===== config.mk =====
export PLATFORM = sky130hd
export DESIGN_NAME = fsm_timer_resp
export DESIGN_NICKNAME = d
export VERILOG_FILES = /design/src/rtl/fsm_timer_resp.sv
export SDC_FILE = /design/constraint.sdc
export NUM_CORES = 1
export LEC_CHECK = 0
export CAP_MARGIN = 20
export CORE_ASPECT_RATIO = 1.4
export CORE_MARGIN = 2
export CORE_UTILIZATION = 35
export CTS_BUF_LIST = sky130_fd_sc_hd__clkbuf_4
export CTS_CLUSTER_SIZE = 16
export DETAILED_ROUTE_END_ITERATION = 10
export GPL_TIMING_DRIVEN = 0
export REMOVE_ABC_BUFFERS = 1
export SYNTH_ARGS = -nofsm -noshare
export SYNTH_HDL_FRONTEND = slang
export SYNTH_SLANG_ARGS = --single-unit

===== constraint.sdc =====
create_clock -name clk -period 2.5 [get_ports clk]
set_clock_uncertainty 0.1 [all_clocks]
set_input_delay 0.375 -clock clk [delete_from_list [all_inputs] [get_ports clk]]
set_output_delay 0.375 -clock clk [all_outputs]
set_load 0.1 [all_outputs]

===== src/rtl/fsm_timer_resp.sv =====
// Purpose: timer responder; counts short/long intervals on request from the FSM_COM controller and pulses T on expiry.
// Latency: T pulse registered TICKS*PRESCALE clk edges after the edge that samples the start command.
// Backpressure: none; commands act only on Gen edges, and the T pulse is one cycle wide and not held.
module fsm_timer_resp #(
   parameter int PRESCALE    = 4,
   parameter int SHORT_TICKS = 5,
   parameter int LONG_TICKS  = 10,
   parameter int CW          = 8
) (
   input  logic          clk,
   input  logic          reset,
   input  logic [1:0]    Gen,
   output logic [1:0]    T,
   output logic          busy,
   output logic [CW-1:0] remaining
);

   // Prescaler needs at least one bit even when PRESCALE==1 (tick every cycle).
   localparam int PW = (PRESCALE > 1) ? $clog2(PRESCALE) : 1;

   localparam logic [PW-1:0] PS_LAST   = PW'(PRESCALE - 1);
   localparam logic [CW-1:0] SHORT_LEN = CW'(SHORT_TICKS);
   localparam logic [CW-1:0] LONG_LEN  = CW'(LONG_TICKS);

   localparam logic [1:0] GEN_IDLE  = 2'b00;
   localparam logic [1:0] GEN_SHORT = 2'b01;
   localparam logic [1:0] GEN_LONG  = 2'b10;
   localparam logic [1:0] GEN_PAUSE = 2'b11;

   typedef enum logic [2:0] {
      ST_IDLE,
      ST_RUN_S,
      ST_RUN_L,
      ST_PAUSE,
      ST_DONE
   } state_t;

   state_t        state;
   state_t        state_nxt;
   logic [1:0]    gen_q;
   logic [PW-1:0] prescaler;
   logic [PW-1:0] prescaler_nxt;
   logic [CW-1:0] remaining_nxt;
   logic [1:0]    t_nxt;
   logic          busy_nxt;
   logic          paused_long;
   logic          paused_long_nxt;
   logic          load;
   logic          load_long;
   logic          cmd_edge;
   logic          tick;

   // A command is only a change of Gen; a held level never re-executes.
   assign cmd_edge = (Gen != gen_q);
   assign tick     = (prescaler == PS_LAST);

   // State register.
   always_ff @(posedge clk) begin
      if (!reset) begin
         state <= ST_IDLE;
      end else begin
         state <= state_nxt;
      end
   end

   // Next-state and datapath decode; a command edge always wins over a tick in the same cycle.
   always_comb begin
      state_nxt       = state;
      prescaler_nxt   = prescaler;
      remaining_nxt   = remaining;
      t_nxt           = 2'b00;
      busy_nxt        = busy;
      paused_long_nxt = paused_long;
      load            = 1'b0;
      load_long       = 1'b0;

      if (cmd_edge) begin
         unique case (Gen)
            GEN_IDLE: begin
               // Abort (or leave DONE): drop any pending expiry.
               state_nxt     = ST_IDLE;
               prescaler_nxt = '0;
               remaining_nxt = '0;
               busy_nxt      = 1'b0;
            end
            GEN_SHORT: begin
               if (state == ST_PAUSE && !paused_long) begin
                  state_nxt = ST_RUN_S;
               end else begin
                  load      = 1'b1;
                  load_long = 1'b0;
               end
            end
            GEN_LONG: begin
               if (state == ST_PAUSE && paused_long) begin
                  state_nxt = ST_RUN_L;
               end else begin
                  load      = 1'b1;
                  load_long = 1'b1;
               end
            end
            GEN_PAUSE: begin
               // Pause only means something while counting; elsewhere it is ignored.
               if (state == ST_RUN_S || state == ST_RUN_L) begin
                  state_nxt       = ST_PAUSE;
                  paused_long_nxt = (state == ST_RUN_L);
               end
            end
         endcase
      end else begin
         unique case (state)
            ST_RUN_S, ST_RUN_L: begin
               if (tick) begin
                  prescaler_nxt = '0;
                  if (remaining > CW'(1)) begin
                     remaining_nxt = remaining - 1'b1;
                  end else begin
                     remaining_nxt = '0;
                     t_nxt         = (state == ST_RUN_L) ? 2'b10 : 2'b01;
                     busy_nxt      = 1'b0;
                     state_nxt     = ST_DONE;
                  end
               end else begin
                  prescaler_nxt = prescaler + 1'b1;
               end
            end
            default: begin
               // IDLE, PAUSE and DONE hold their counters; T falls back to 00.
            end
         endcase
      end

      // Fresh start of either length, from any state.
      if (load) begin
         state_nxt       = load_long ? ST_RUN_L : ST_RUN_S;
         prescaler_nxt   = '0;
         remaining_nxt   = load_long ? LONG_LEN : SHORT_LEN;
         busy_nxt        = 1'b1;
         paused_long_nxt = load_long;
      end
   end

   // Datapath and output registers.
   always_ff @(posedge clk) begin
      if (!reset) begin
         gen_q       <= GEN_IDLE;
         prescaler   <= '0;
         remaining   <= '0;
         T           <= 2'b00;
         busy        <= 1'b0;
         paused_long <= 1'b0;
      end else begin
         gen_q       <= Gen;
         prescaler   <= prescaler_nxt;
         remaining   <= remaining_nxt;
         T           <= t_nxt;
         busy        <= busy_nxt;
         paused_long <= paused_long_nxt;
      end
   end

endmodule


==> results of run 1 <==
-- cells by family (layout without fill, tap and decap cells) --
| group | Yosys count | after routing | share of synthesized area (%) |
|---|---|---|---|
| xor gates and xnor gates | 3 | 3 | 3.34 |
| muxes | 4 | 4 | 3.34 |
| buffers and inverters | 11 | 28 | 3.64 |
| and+or+nand+nor | 58 | 58 | 27.0 |
| DFF | 19 | 19 | 30.7 |
| adders and majority gates | 7 | 7 | 7.08 |
| AOI/OAI and AO/OA | 37 | 37 | 24.9 |
-- where the power goes --
| part | internal, mW | switching [mW] |
|---|---|---|
| sequential | 0.320 | 0.0214 |
| combinational | 0.121 | 0.214 |
| clock | 0.0734 | 0.108 |
-- through the flow --
step | setup TNS, ns | hold slack (ns) | power [mW] | area (sq um)
floorplan | -0.256 | 0.342 | 0.602 | 1220
global placement | -2.46 | 0.358 | 0.670 | 1410
detailed placement | -3.18 | 0.374 | 0.673 | 1410
CTS | 0 | 0.389 | 0.852 | 1460
global route | 0 | 0.390 | 0.896 | 1470
finish | 0 | 0.353 | 0.857 | 1470
-- layout make-up --
| type | instances | share of cell area, % |
|---|---|---|
| multi-input combinational | 109 | 55.3 |
| sequential | 19 | 25.8 |
| timing repair buffer | 16 | 11.4 |
| tap | 40 | 3.40 |
| clock buffer | 4 | 2.04 |
| inverter | 8 | 2.04 |
-- per-layer routing --
layer  share of wire, %  routed length (um)
met2                 49                1460
met3                3.4                 100
met4                3.2                  95
met1                 44                1310
met5                  0                   0
-- timing repair --
item | 4_1_cts | 5_1_grt
hold buffers | 0 | 0
pin swaps | 1 | 0
buffers inserted | 2 | 0
setup endpoints to repair | 5 | 11
gates cloned | 0 | 0
gates resized for setup | 0 | 6
-- worst min-delay path by stage --
stage                              startpoint                   endpoint  slack (ns)  cells past startpoint
floorplan           prescaler[0]$_SDFFE_PP0P_  prescaler[0]$_SDFFE_PP0P_        0.34                      2
global placement    prescaler[0]$_SDFFE_PP0P_  prescaler[0]$_SDFFE_PP0P_        0.36                      2
detailed placement  prescaler[0]$_SDFFE_PP0P_  prescaler[0]$_SDFFE_PP0P_        0.37                      2
CTS                 prescaler[0]$_SDFFE_PP0P_  prescaler[0]$_SDFFE_PP0P_        0.39                      2
global route                           Gen[1]        gen_q[1]$_SDFF_PN0_        0.39                      3
finish                                 Gen[1]        gen_q[1]$_SDFF_PN0_        0.35                      3
-- cells in the final DEF, fill, tap and decap left out, types with 2 or more instances in the layout --
cell type,Yosys,routed
buf_4,1,2
xor2_2,2,2
o21ai_1,3,3
clkdlybuf4s50_1,0,9
a211oi_2,2,2
nand3b_1,3,3
nand4_1,3,3
nand4b_1,2,2
nand2_1,15,15
ha_1,7,6
nor2_1,10,10
o32ai_1,2,2
mux2i_1,3,3
o21ai_0,2,2
nor4_1,3,3
or3_1,3,3
dfxtp_1,19,19
nand3_1,6,6
nor3_1,3,3
o22ai_1,2,2
a21oi_1,8,8
clkbuf_4,0,4
inv_1,7,7
and2_1,2,2
dlymetal6s2s_1,0,5
-- flip-flops by register name (all words and copies together), names as in the netlist --
signal       count
state            3
T                2
prescaler        2
remaining        8
paused_long      1
gen_q            2
busy             1
==> metrics.md, run 1 <==
| Metric | Value |
|---|---|
| Hpwl dp | 2220 um |
| FMAX | 407 MHz |
| M1 GR Usage | 20.9% |
| Initial Utilization | 36.6% |
| Global route overflow | 0 |
| Register bit count reported by yosys | 19 |
| FF+latch area | between 300 and 400 sq um |
| Layout cells sized above 1 | 12.2% |
| Drt initial violations | 48 |
| Asr flop ratio synth | 0% |
| Row cnt | 25 |
| Cell Pwr Density | 582 mW/mm^2 |
| Longest Clk Path Bufs | 2 |
| WS Path Type | reg -> out |
| Worst reg2reg setup slack | 0.41 ns |
| # Max-Cap Violations | 0 |
| GR Util met3 | 2.81% |
| Worst path cell trace | clkdlybuf4s50_1 |
| Crit path launch | remaining[5]$_SDFFE_PN0P_ |
| Peak supply drop | 226 uV |
| Fill cells | 324 |
| Min-delay worst type | in -> reg |
| Leak Pwr | 0.612 nW |
| Crit path to | remaining[5] |
| Synth top cells by count | dfxtp_1, nand2_1, nor2_1, a21oi_1 |
| H-tree depth | 1 |
| Place WS | -0.401 ns |
| Antenna Nets Post-Route | 0 |
| CP bufs+invs | 1 |
| Yosys synthesis warning count | 0 |
| DR WL/cell | 15.1 um |
| Drt via density | just under 6 |
| Die area | between 0.004 and 0.005 sq mm |
| Core area | 0.00338 sq mm |
| Total number of vias | 1,145 |
| Slowest stage delay, CP | 1.19 ns |
| Met2 Usage GRT | 26.6% |
| TritonCTS clock tree | done |
| Final worst path period share | 98.2% |
| Number of synthesized flops with an enable pin | 0 |
| Yosys cell types | 52 |
| Yosys top cell area share | 30.7% |
| First-pass DRT Iterations | 4 |
| Status | complete, no violations |
| Post-Synthesis Cells | 139 |
| Syn_area_per_cell | 8.90 sq um |
| RSZ-0062 raised after global routing | no |
| Critical Path Stages | 1 |
| Register area share after synthesis | 30.7% |
| Die Span Y | 74.4 um |
| Final setup fails | 0 |
| Synth area leader | dfxtp_1 |
| Worst-path clk slew | 0.12 ns |
| Placed Instances | between 150 and 200 |
| Setup crit end kind | output port |
| IO Count | 15 |
| Multi-input logic area | 815 sq um |
| Setup WS post-layout | around 0.046 ns |
| Inserted Diodes | 0 |
| Layer with the highest usage | met2 |
| CP top delay family | buffers and inverters |
| Slew HR | 34.9% |
| Top FF cell, synth | dfxtp_1 |
| Final std cells w/o fill | 196 |
| Port Buffers | 14 |
| Critical Path RT | 2.03 ns |
| CP Launch Type | flip-flop |
| Final min period | 2.45 ns |
| Worst Reg-to-Reg Cells | 7 |
| Critical-path maximum fanout | 7 |
| Antenna violations before repair | 0 |
| NumNets Final | 168 |
| Worst-margin pin slew | 0.973 ns |
| Area added between synthesis and finish | 19.0% |
| Inserted Clock Buffers | 3 |
| Root Buffer | clkbuf_4 |
| CP arrival | 1.98 ns |
| Global-route wire length before repair | between 4000 and 5000 um |
| DRC | 0 |
| WL final | 2970 um |
| Clock Sink Count | 19 |
| Largest net degree at the start of global routing | 17 |
| Max Slew Vio Count | 0 |
| RR Startpoint | remaining[0]$_SDFFE_PN0P_ |
| Number of global-route vias before repair | 1,097 |
| Die Wd | around 54 um |
| CP max-delay cell | clkdlybuf4s50_1 |
| Most common cell in the synthesized netlist | dfxtp_1 |
| Mapped cell area | about 0.0012 sq mm |
| Largest cells by area after synthesis | dfxtp_1, ha_1, nand2_1, a21oi_1, nor2_1 |
| RR Endpoint | remaining[4]$_SDFFE_PN0P_ |
| Gr usage total | 16.6% |
| Clk_lat worst skew | about 0.32 ns |
| Final Util | 43.6% |
| Final Wtd Congestion | 0.826 |
| Final hold vios | 0 |
(Power assumes the default switching activity.)
==> run 2, diff against run 1 <==
- clock period: 2.5 -> 2.25 ns (I/O delays scaled with it)
==> run 2 against run 1 <==
Effect of this change: worst setup slack improved by 0.0043 ns; global-route usage fell by 0.080 points; final cell count did not move; wire length barely moved; sequential cell count did not move; critical path type unchanged; sequential power rose by 11%; combinational power rose by 9.0%; register-to-register slack got worse by 0.25 ns; first-iteration DRC count did not move; worst hold slack improved by 0.027 ns; power rose by 10%; non-clock buffer count did not move.
==> metrics.md, run 2 (synthesized netlist as in run 1, its figures left out) <==
| Metric | Value |
|---|---|
| FF+latch area | 380 sq um (unchanged) |
| Inserted Clock Buffers | 3 (unchanged) |
| Die Wd | 54.3 um (unchanged) |
| CP max-delay cell | clkdlybuf4s50_1 |
| Critical Path RT | 1.81 ns (-0.22 ns) |
| Largest reg by FF count | remaining |
| Global route overflow | 0 (unchanged) |
| Clk_lat worst skew | 0.32 ns (about the same) |
| Status | complete, no violations |
| Setup WS post-layout | 0.0501 ns (+0.00431 ns) |
| Layout cells sized above 1 | 12.8% (+0.64 points) |
| Longest Clk Path Bufs | 2 (unchanged) |
| Port Buffers | 14 (unchanged) |
| Largest registers | remaining x8, state x3 |
| Critical Path Stages | 1 (unchanged) |
| Max Slew Vio Count | 0 (unchanged) |
| Final Wtd Congestion | 0.826 (unchanged) |
| Die area | 0.00403 sq mm (unchanged) |
| Place WS | -0.614 ns (-0.212 ns) |
| Total Power | 945 uW (+10%) |
| Final hold vios | 0 (unchanged) |
| RSZ-0062 raised after global routing | no |
| CP Launch Type | flip-flop |
| Max reg flops | 8 (unchanged) |
| RR Endpoint | remaining[4]$_SDFFE_PN0P_ |
| Crit path to | T[1] |
| First-pass DRT Iterations | 4 (unchanged) |
| # Max-Cap Violations | 0 (unchanged) |
| Final setup fails | 0 (unchanged) |
| Inserted Diodes | 0 (unchanged) |
| Worst Reg-to-Reg Cells | 7 (unchanged) |
| Crit path launch | T[1]$_SDFF_PP0_ |
| Cell Pwr Density | 649 mW/mm^2 (+11%) |
| FMAX | 455 MHz |
| Initial Utilization | 36.6% (unchanged) |
| Worst reg2reg setup slack | 0.16 ns (-0.25 ns) |
| Leading cell type in the layout, fill and taps excluded | dfxtp_1 |
| Total number of vias | 1,133 (-1.0%) |
| Drt via density | 5.78 (-1.0%) |
| Critical-path maximum fanout | 1 (-6) |
| Peak supply drop | 250 uV (+11%) |
| NumNets Final | 168 (unchanged) |
| TritonCTS clock tree | done |
| Core area | 0.00338 sq mm (unchanged) |
| Total negative slack | 0 ns (unchanged) |
| Antenna Nets Post-Route | 0 (unchanged) |
| Clock Sink Count | 19 (unchanged) |
| CP top delay family | buffers and inverters |
| Placed Instances | 190 (unchanged) |
| Final Util | 43.1% (-0.48 points) |
| Global-route wire length before repair | 4920 um (-0.57%) |
| DRC | 0 (unchanged) |
| Final worst path period share | 97.8% |
| Antenna violations before repair | 0 (unchanged) |
| Number of hold buffers added after cts | 0 (unchanged) |
| Worst-margin pin slew | 0.961 ns (-0.0113 ns) |
| Row cnt | 25 (unchanged) |
| Hpwl dp | 2220 um (unchanged) |
| IO Count | 15 (unchanged) |
| WL final | 2960 um (about the same) |
| Slowest stage delay, CP | 1.12 ns (-0.07 ns) |
| Gr usage total | 16.5% (-0.080 points) |
| Root Buffer | clkbuf_4 |
| Min-delay worst type | reg -> reg |
| Fin area | 0.00146 sq mm (-1.1%) |
| Placement Cell Area | 0.00141 sq mm (unchanged) |
| CP arrival | 1.76 ns (-0.22 ns) |
| Setup crit end kind | output port |
| Area added between synthesis and finish | 17.7% |
| H-tree depth | 1 (unchanged) |
| Leak Pwr | 0.602 nW (-1.7%) |
| Slew HR | 35.7% (+0.76 points) |
| RR Startpoint | remaining[0]$_SDFFE_PN0P_ |
| Hold Path Stages | 2 (-1) |
| WS Path Type | reg -> out |
| Final std cells w/o fill | 196 (unchanged) |
| DR WL/cell | 15.1 um (about the same) |
| Number of global-route vias before repair | 1,093 (-0.36%) |
| Drt initial violations | 48 (unchanged) |
| Die Span Y | 74.4 um (unchanged) |
| Largest net degree at the start of global routing | 17 (unchanged) |
| Hold_ws | 0.380 ns (+0.0272 ns) |
| CP bufs+invs | 1 (unchanged) |
| Most frequent cells in the layout | dfxtp_1, nand2_1, nor2_1, dlygate4sd2_1, a21oi_1 |
| Worst path cell trace | clkdlybuf4s50_1 |
| Multi-input logic area | 815 sq um (unchanged) |
| Final min period | 2.20 ns |
| Fill cells | 328 (+1.2%) |
| Worst-path clk slew | 0.12 ns (about the same) |
[run 2: metal layers]
| layer | track usage [%] | share of wire, % |
|---|---|---|
| met2 | 26.5 | 50 |
| met3 | 2.81 | 2.4 |
| met1 | 20.7 | 45 |
| met4 | 8.61 | 2.7 |
| met5 | 0 | 0 |
[run 2: how the worst min path moves through the flow]
stage,startpoint,endpoint
2_1_floorplan,prescaler[0]$_SDFFE_PP0P_,prescaler[0]$_SDFFE_PP0P_
6_report,prescaler[0]$_SDFFE_PP0P_,prescaler[0]$_SDFFE_PP0P_
3_3_place_gp,prescaler[0]$_SDFFE_PP0P_,prescaler[0]$_SDFFE_PP0P_
3_5_place_dp,prescaler[0]$_SDFFE_PP0P_,prescaler[0]$_SDFFE_PP0P_
4_1_cts,prescaler[0]$_SDFFE_PP0P_,prescaler[0]$_SDFFE_PP0P_
5_1_grt,prescaler[0]$_SDFFE_PP0P_,prescaler[0]$_SDFFE_PP0P_
[run 2: layout make-up]
cell class	count	share of cell area [%]
timing repair buffer	16	10.1
tap	40	3.44
clock buffer	4	2.06
multi-input combinational	109	55.9
sequential	19	26.1
inverter	8	2.32
[run 2: where the power goes]
group	switching, mW	internal [mW]
registers	0.0237	0.355
clock network	0.119	0.0816
logic	0.238	0.127
total	0.380	0.564
[run 2: timing repair]
| action | CTS | global route |
|---|---|---|
| endpoints found under the hold margin | 0 | 0 |
| resized for setup | 10 | 4 |
| pin swaps | 1 | 0 |
| setup buffers | 2 | 0 |
| endpoints found under the setup margin | 19 | 7 |
[run 2: worst min-delay path: stages (launching register included)]
cell	delay (ns)
dfxtp_1	0.34
nand2_1	0.06
a21oi_1	0.05
==> RTL change 1: new RTL, settings of run 2 <==
Add an input register stage for `Gen`, without a reset; this delays it by one clock. Comments in the files are not updated.
--- a/src/rtl/fsm_timer_resp.sv
+++ b/src/rtl/fsm_timer_resp.sv
@@ -37,2 +37,8 @@
 
+   logic [1:0] Gen_q;
+
+   always_ff @(posedge clk) begin
+      Gen_q <= Gen;
+   end
+
    state_t        state;
@@ -53,3 +59,3 @@
    // A command is only a change of Gen; a held level never re-executes.
-   assign cmd_edge = (Gen != gen_q);
+   assign cmd_edge = (Gen_q != gen_q);
    assign tick     = (prescaler == PS_LAST);
@@ -77,3 +83,3 @@
       if (cmd_edge) begin
-         unique case (Gen)
+         unique case (Gen_q)
             GEN_IDLE: begin
@@ -152,3 +158,3 @@
       end else begin
-         gen_q       <= Gen;
+         gen_q       <= Gen_q;
          prescaler   <= prescaler_nxt;
Formal check against the unedited RTL: not equivalent (a bounded check fails within 4 cycles, from zero or initial values and one cycle with reset low).
==> RTL change 1 against run 2 <==
Global-route usage decreased by 1.2 points. Setup slack improved by 0.071 ns. Critical endpoint is now remaining[4]. Largest cell class unchanged. Power is 2.6% lower. Critical path type unchanged. Wire length down 9.4%. Sequential cell count grew 2. Synthesized area fell by 3.6%. Final area decreased by 1.9%.
==> RTL change 1: results (changes against run 2) <==
[status]
status = finished, final reports clean

[hold_path]
hp-class = in2reg

[power]
ir_drop_mv = 0.336  ; +34%
switching_share = 0.367  ; -0.0359
p_leak_uw = 0.000623  ; +3.5%

[logic_synthesis]
async_flop_share = 0  ; unchanged
synth-main-ff-cell = dfxtp_1
synth_edf_count = 0  ; unchanged
synth.top_cells.by_count = dfxtp_1, a21oi_1, nor2_1, o21ai_0, inv_1
synth_area_leaders = dfxtp_1, ha_1, a21oi_1
synth_cell_types = 42  ; -19%
ys_warn_count = 0  ; unchanged
seq_area_frac_synth = 0.353  ; +0.0452

[clock_tree]
ctsLongestPathBuffers = 2  ; unchanged
root_buffer = clkbuf_4
cts_max_level = 1  ; unchanged
clkLatencyLatePin_ns = 0.31
cts-buffers-inserted = 3  ; unchanged
cts.reportedPaths.clkPinSlew_ns = 0.12  ; about the same

[setup_path]
critPathMaxStageDelay_ns = 0.90  ; -0.22 ns
arrival_ns = 1.69  ; -0.07 ns
path_delay_family = buffers and inverters
path_max_fanout = 9  ; +8
critPathSlowestCell = dlygate4sd2_1

[final_layout]
final_net_count = 169  ; +0.60%
reg_top3 = remaining x8, state x3
antennaDiodeCount = 0  ; unchanged
drive_gt1_frac = 0.108  ; -0.0199

[global_routing]
antenna_found_initial = 0  ; unchanged
grt_first_pass_wirelength_mm = 4.57  ; -7.2%
grt_pass1_vias = 1050  ; -3.9%
gr-usage-all-layers = 0.154  ; -0.0115
grt_max_degree = 12  ; -5

[route]
totalWireLength_mm = 2.69  ; -9.4%
drtPass1Iterations = 4  ; unchanged
drt_first_iter_violations = 42  ; -13%
routed_via_density = 5.50  ; -4.8%

[place]
place_area_um2 = 1370  ; -3.4%
hpwl_mm = 1.99  ; -10%
io_buffer_count = 14  ; unchanged
post-place-ws_ns = -0.115  ; +0.499 ns
place.gp.congestion = 0.867  ; +5.0%

[timing]
max-slew-margin-rel = 0.358  ; +0.000747

RTL change 1: changes by cell type after synthesis, sizes merged, moves of 3 or more:
cell and delta:
nor3 +4, xnor2 +3, nand2 -8, nand3b -3, nand2b +5, o21ai +4
nor4 -3, xor2 -3
RTL change 1: area by class of cell:
type,count,area [um^2]
Tap cell,40,50.0
Inverter,8,30.0
Multi-Input combinational cell,106,728
Clock buffer,4,30.0
Fill cell,371,1890
Sequential cell,21,423
Timing Repair Buffer,18,168
RTL change 1: layer usage:
| metal | routed length (um) | up-vias | track usage |
|---|---|---|---|
| li1 | - | 554 | - |
| met5 | 0 | - | 0 |
| met1 | 1130 | 509 | 0.184 |
| met2 | 1430 | 16 | 0.270 |
| met3 | 77 | 5 | 0.0184 |
| met4 | 46 | 0 | 0.0598 |
RTL change 1: per-stage QoR:
stage          hold WS (ns)  instances
2_1_floorplan         0.265        135
3_3_place_gp          0.357        189
3_5_place_dp          0.364        189
4_1_cts               0.353        197
5_1_grt               0.335        197
6_report              0.353        197
RTL change 1: worst register-to-register path: cells and delay by family, from the launching register on:
kind	cells	cell delay [ns]
fa+ha+maj	1	0.23
flops	1	0.37
simple gates	4	1.25
buf+inv	1	0.08
RTL change 1: final timing paths:
kind | startpoint | to | slack [ns] | depth (start not counted)
worst min-delay path | Gen[0] | Gen_q[0]$_DFF_P_ | 0.35 | 1
worst max-delay path | remaining[4]$_SDFFE_PN0P_ | remaining[4] | 0.12 | 1
worst min register to register | busy$_SDFFE_PN0P_ | busy$_SDFFE_PN0P_ | 0.38 | 2
worst max register to register | prescaler[0]$_SDFFE_PP0P_ | T[1]$_SDFF_PP0_ | 0.15 | 6
RTL change 1: timing repair:
item,CTS,global route
setup endpoints to repair,13,7
buffers inserted,4,0
gates resized for setup,8,6
pin swaps,1,0
RTL change 1: cells by family after synthesis:
group,count (synthesis),share of synthesized area
simple gates,50,0.233
fa+ha+maj,7,0.0734
xor+xnor,3,0.0220
mux,3,0.0252
compound gates,43,0.254
flops,21,0.353
buf+inv,12,0.0399
RTL change 1: power by group through the flow:
stage	combinational, uW	sequential, uW	clock (uW)
after floorplan	160	488	0
after global placement	288	423	0
after detailed placement	292	424	0
after CTS	303	415	207
after global routing	334	420	225
final	307	416	197
==> RTL change 2: new RTL, settings of run 2 <==
Without the edit above. `CW`: 8 -> 10.
--- a/src/rtl/fsm_timer_resp.sv
+++ b/src/rtl/fsm_timer_resp.sv
@@ -7,3 +7,3 @@
    parameter int LONG_TICKS  = 10,
-   parameter int CW          = 8
+   parameter int CW          = 10
 ) (
Ports: changed (resized remaining); port bits go from 15 to 17. No check against the original RTL was run, so the function may have changed too.
==> RTL change 2 against run 2 <==
Die area rose by 4.2%. Setup slack improved by 0.0052 ns. Sequential power rose by 8.4%. Critical path depth did not move. Sequential cell count rose by 2. Wire length rose by 7.9%. Final area rose by 8.1%. Highest routed layer unchanged. Power rose by 2.2%. Critical endpoint is now T[0]. Synthesized area rose by 4.4%.
==> RTL change 2: results (changes against run 2) <==
[status]
status = finished, final reports clean

[route]
routedWlPerCell_um = 14.5  ; -3.9%
wl_met3_um = 120  ; +67%
drt_first_iter_violations = 42  ; -13%
wl_met2_mm = 1.62  ; +11%
m1WireLength_mm = 1.41  ; +4.8%
via_count = 1275  ; +13%
routed_via_density = 5.80  ; +0.26%

[global_routing]
gr-usage-all-layers = 0.156  ; -0.00880
grt_pass1_vias = 1243  ; +14%
grt_max_degree = 25  ; +8
antenna_found_initial = 0  ; unchanged
grt_first_pass_wirelength_mm = 5.53  ; +12%

[logic_synthesis]
synth_cell_types = 46  ; -12%
synth-main-ff-cell = dfxtp_1
syn_area_per_cell_um2 = 8.08  ; -9.3%
async_flop_share = 0  ; unchanged
seq_area_frac_synth = 0.325  ; +0.0179
synth.top_cells.by_count = dfxtp_1, nor2_1, nand2_1, a21oi_1, o21ai_1
ys_warn_count = 0  ; unchanged
synth_area_leaders = dfxtp_1, ha_1, nor2_1
synth_edf_count = 0  ; unchanged

[place]
place.gp.congestion = 0.836  ; +1.3%
hpwl_mm = 2.27  ; +2.5%
io_buffer_count = 16  ; +2
place_area_um2 = 1490  ; +5.5%
post-place-ws_ns = -0.719  ; -0.105 ns
dp_cells = 214  ; +13%

[timing]
tightest_slew_ns = 0.961  ; -0.000708 ns

[clock_tree]
cts-buffers-inserted = 3  ; unchanged
cts_max_level = 1  ; unchanged
ctsLongestPathBuffers = 2  ; unchanged

[final_layout]
fillerInstances = 364  ; +11%
antennaDiodeCount = 0  ; unchanged
reg_top3 = remaining x10, state x3
ff_latch_area_um2 = 420  ; +11%
final_net_count = 190  ; +13%
drive_gt1_frac = 0.101  ; -0.0271

[setup_path]
critPathMaxStageDelay_ns = 1.12  ; about the same
r2r_start = remaining[2]$_SDFFE_PN0P_
critical_path.startpoint = T[0]$_SDFF_PP0_
arrival_ns = 1.76  ; about the same
path_delay_family = buffers and inverters
critPathSlowestCell = clkdlybuf4s50_1

[power]
p_switching_uw = 386  ; +1.5%
p_leak_uw = 0.000698  ; +16%
ir_drop_mv = 0.289  ; +15%

[hold_path]
hold_start = Gen[0]
hp-class = in2reg

==> RTL change 2: layer usage <==
layer | up-vias | global-route usage
met2 | 29 | 0.268
met3 | 5 | 0.0188
li1 | 630 | -
met5 | - | 0
met4 | 0 | 0.0610
met1 | 611 | 0.197
==> RTL change 2: cell type report <==
type | instances | area share
clock buffers | 3 | 0.0143
clock inverters | 1 | 0.00318
inverters | 6 | 0.0143
multi-input cells | 129 | 0.560
flip-flops and latches | 21 | 0.267
well taps | 42 | 0.0334
repair buffers | 18 | 0.107
==> RTL change 2: path summary, 6_finish.rpt <==
| check | endpoint | slack (ns) | depth (start not counted) |
|---|---|---|---|
| min | gen_q[0]$_SDFF_PN0_ | 0.28 | 2 |
| min reg2reg | busy$_SDFFE_PN0P_ | 0.38 | 2 |
| max reg2reg | remaining[2]$_SDFFE_PN0P_ | 0.08 | 5 |
| max | T[0] | 0.06 | 1 |
==> RTL change 2: logic make-up (layout without fill, tap and decap cells) <==
group / Yosys count / count (layout) / synth area share
DFF: 21 / 21 / 0.325
AOI/OAI and AO/OA: 48 / 48 / 0.238
adders and majority gates: 7 / 7 / 0.0678
muxes: 4 / 4 / 0.0310
xor gates and xnor gates: 3 / 3 / 0.0203
and+or+nand+nor: 67 / 67 / 0.288
buffers and inverters: 10 / 28 / 0.0290
==> RTL change 2: power by group through the flow <==
stage,Combinational (uW),Sequential [uW],Clock (uW)
floorplan,197,480,0
global placement,335,418,0
detailed placement,338,418,0
CTS,344,410,200
global route,401,414,215
finish,363,411,192
==> RTL change 2: what timing repair did <==
| item | in CTS | in global routing |
|---|---|---|
| hold endpoints to repair | 0 | 0 |
| setup endpoints to repair | 23 | 14 |
| cloned | 0 | 0 |
| pin swaps | 0 | 2 |
| setup buffers | 0 | 2 |
| gates resized for setup | 15 | 10 |
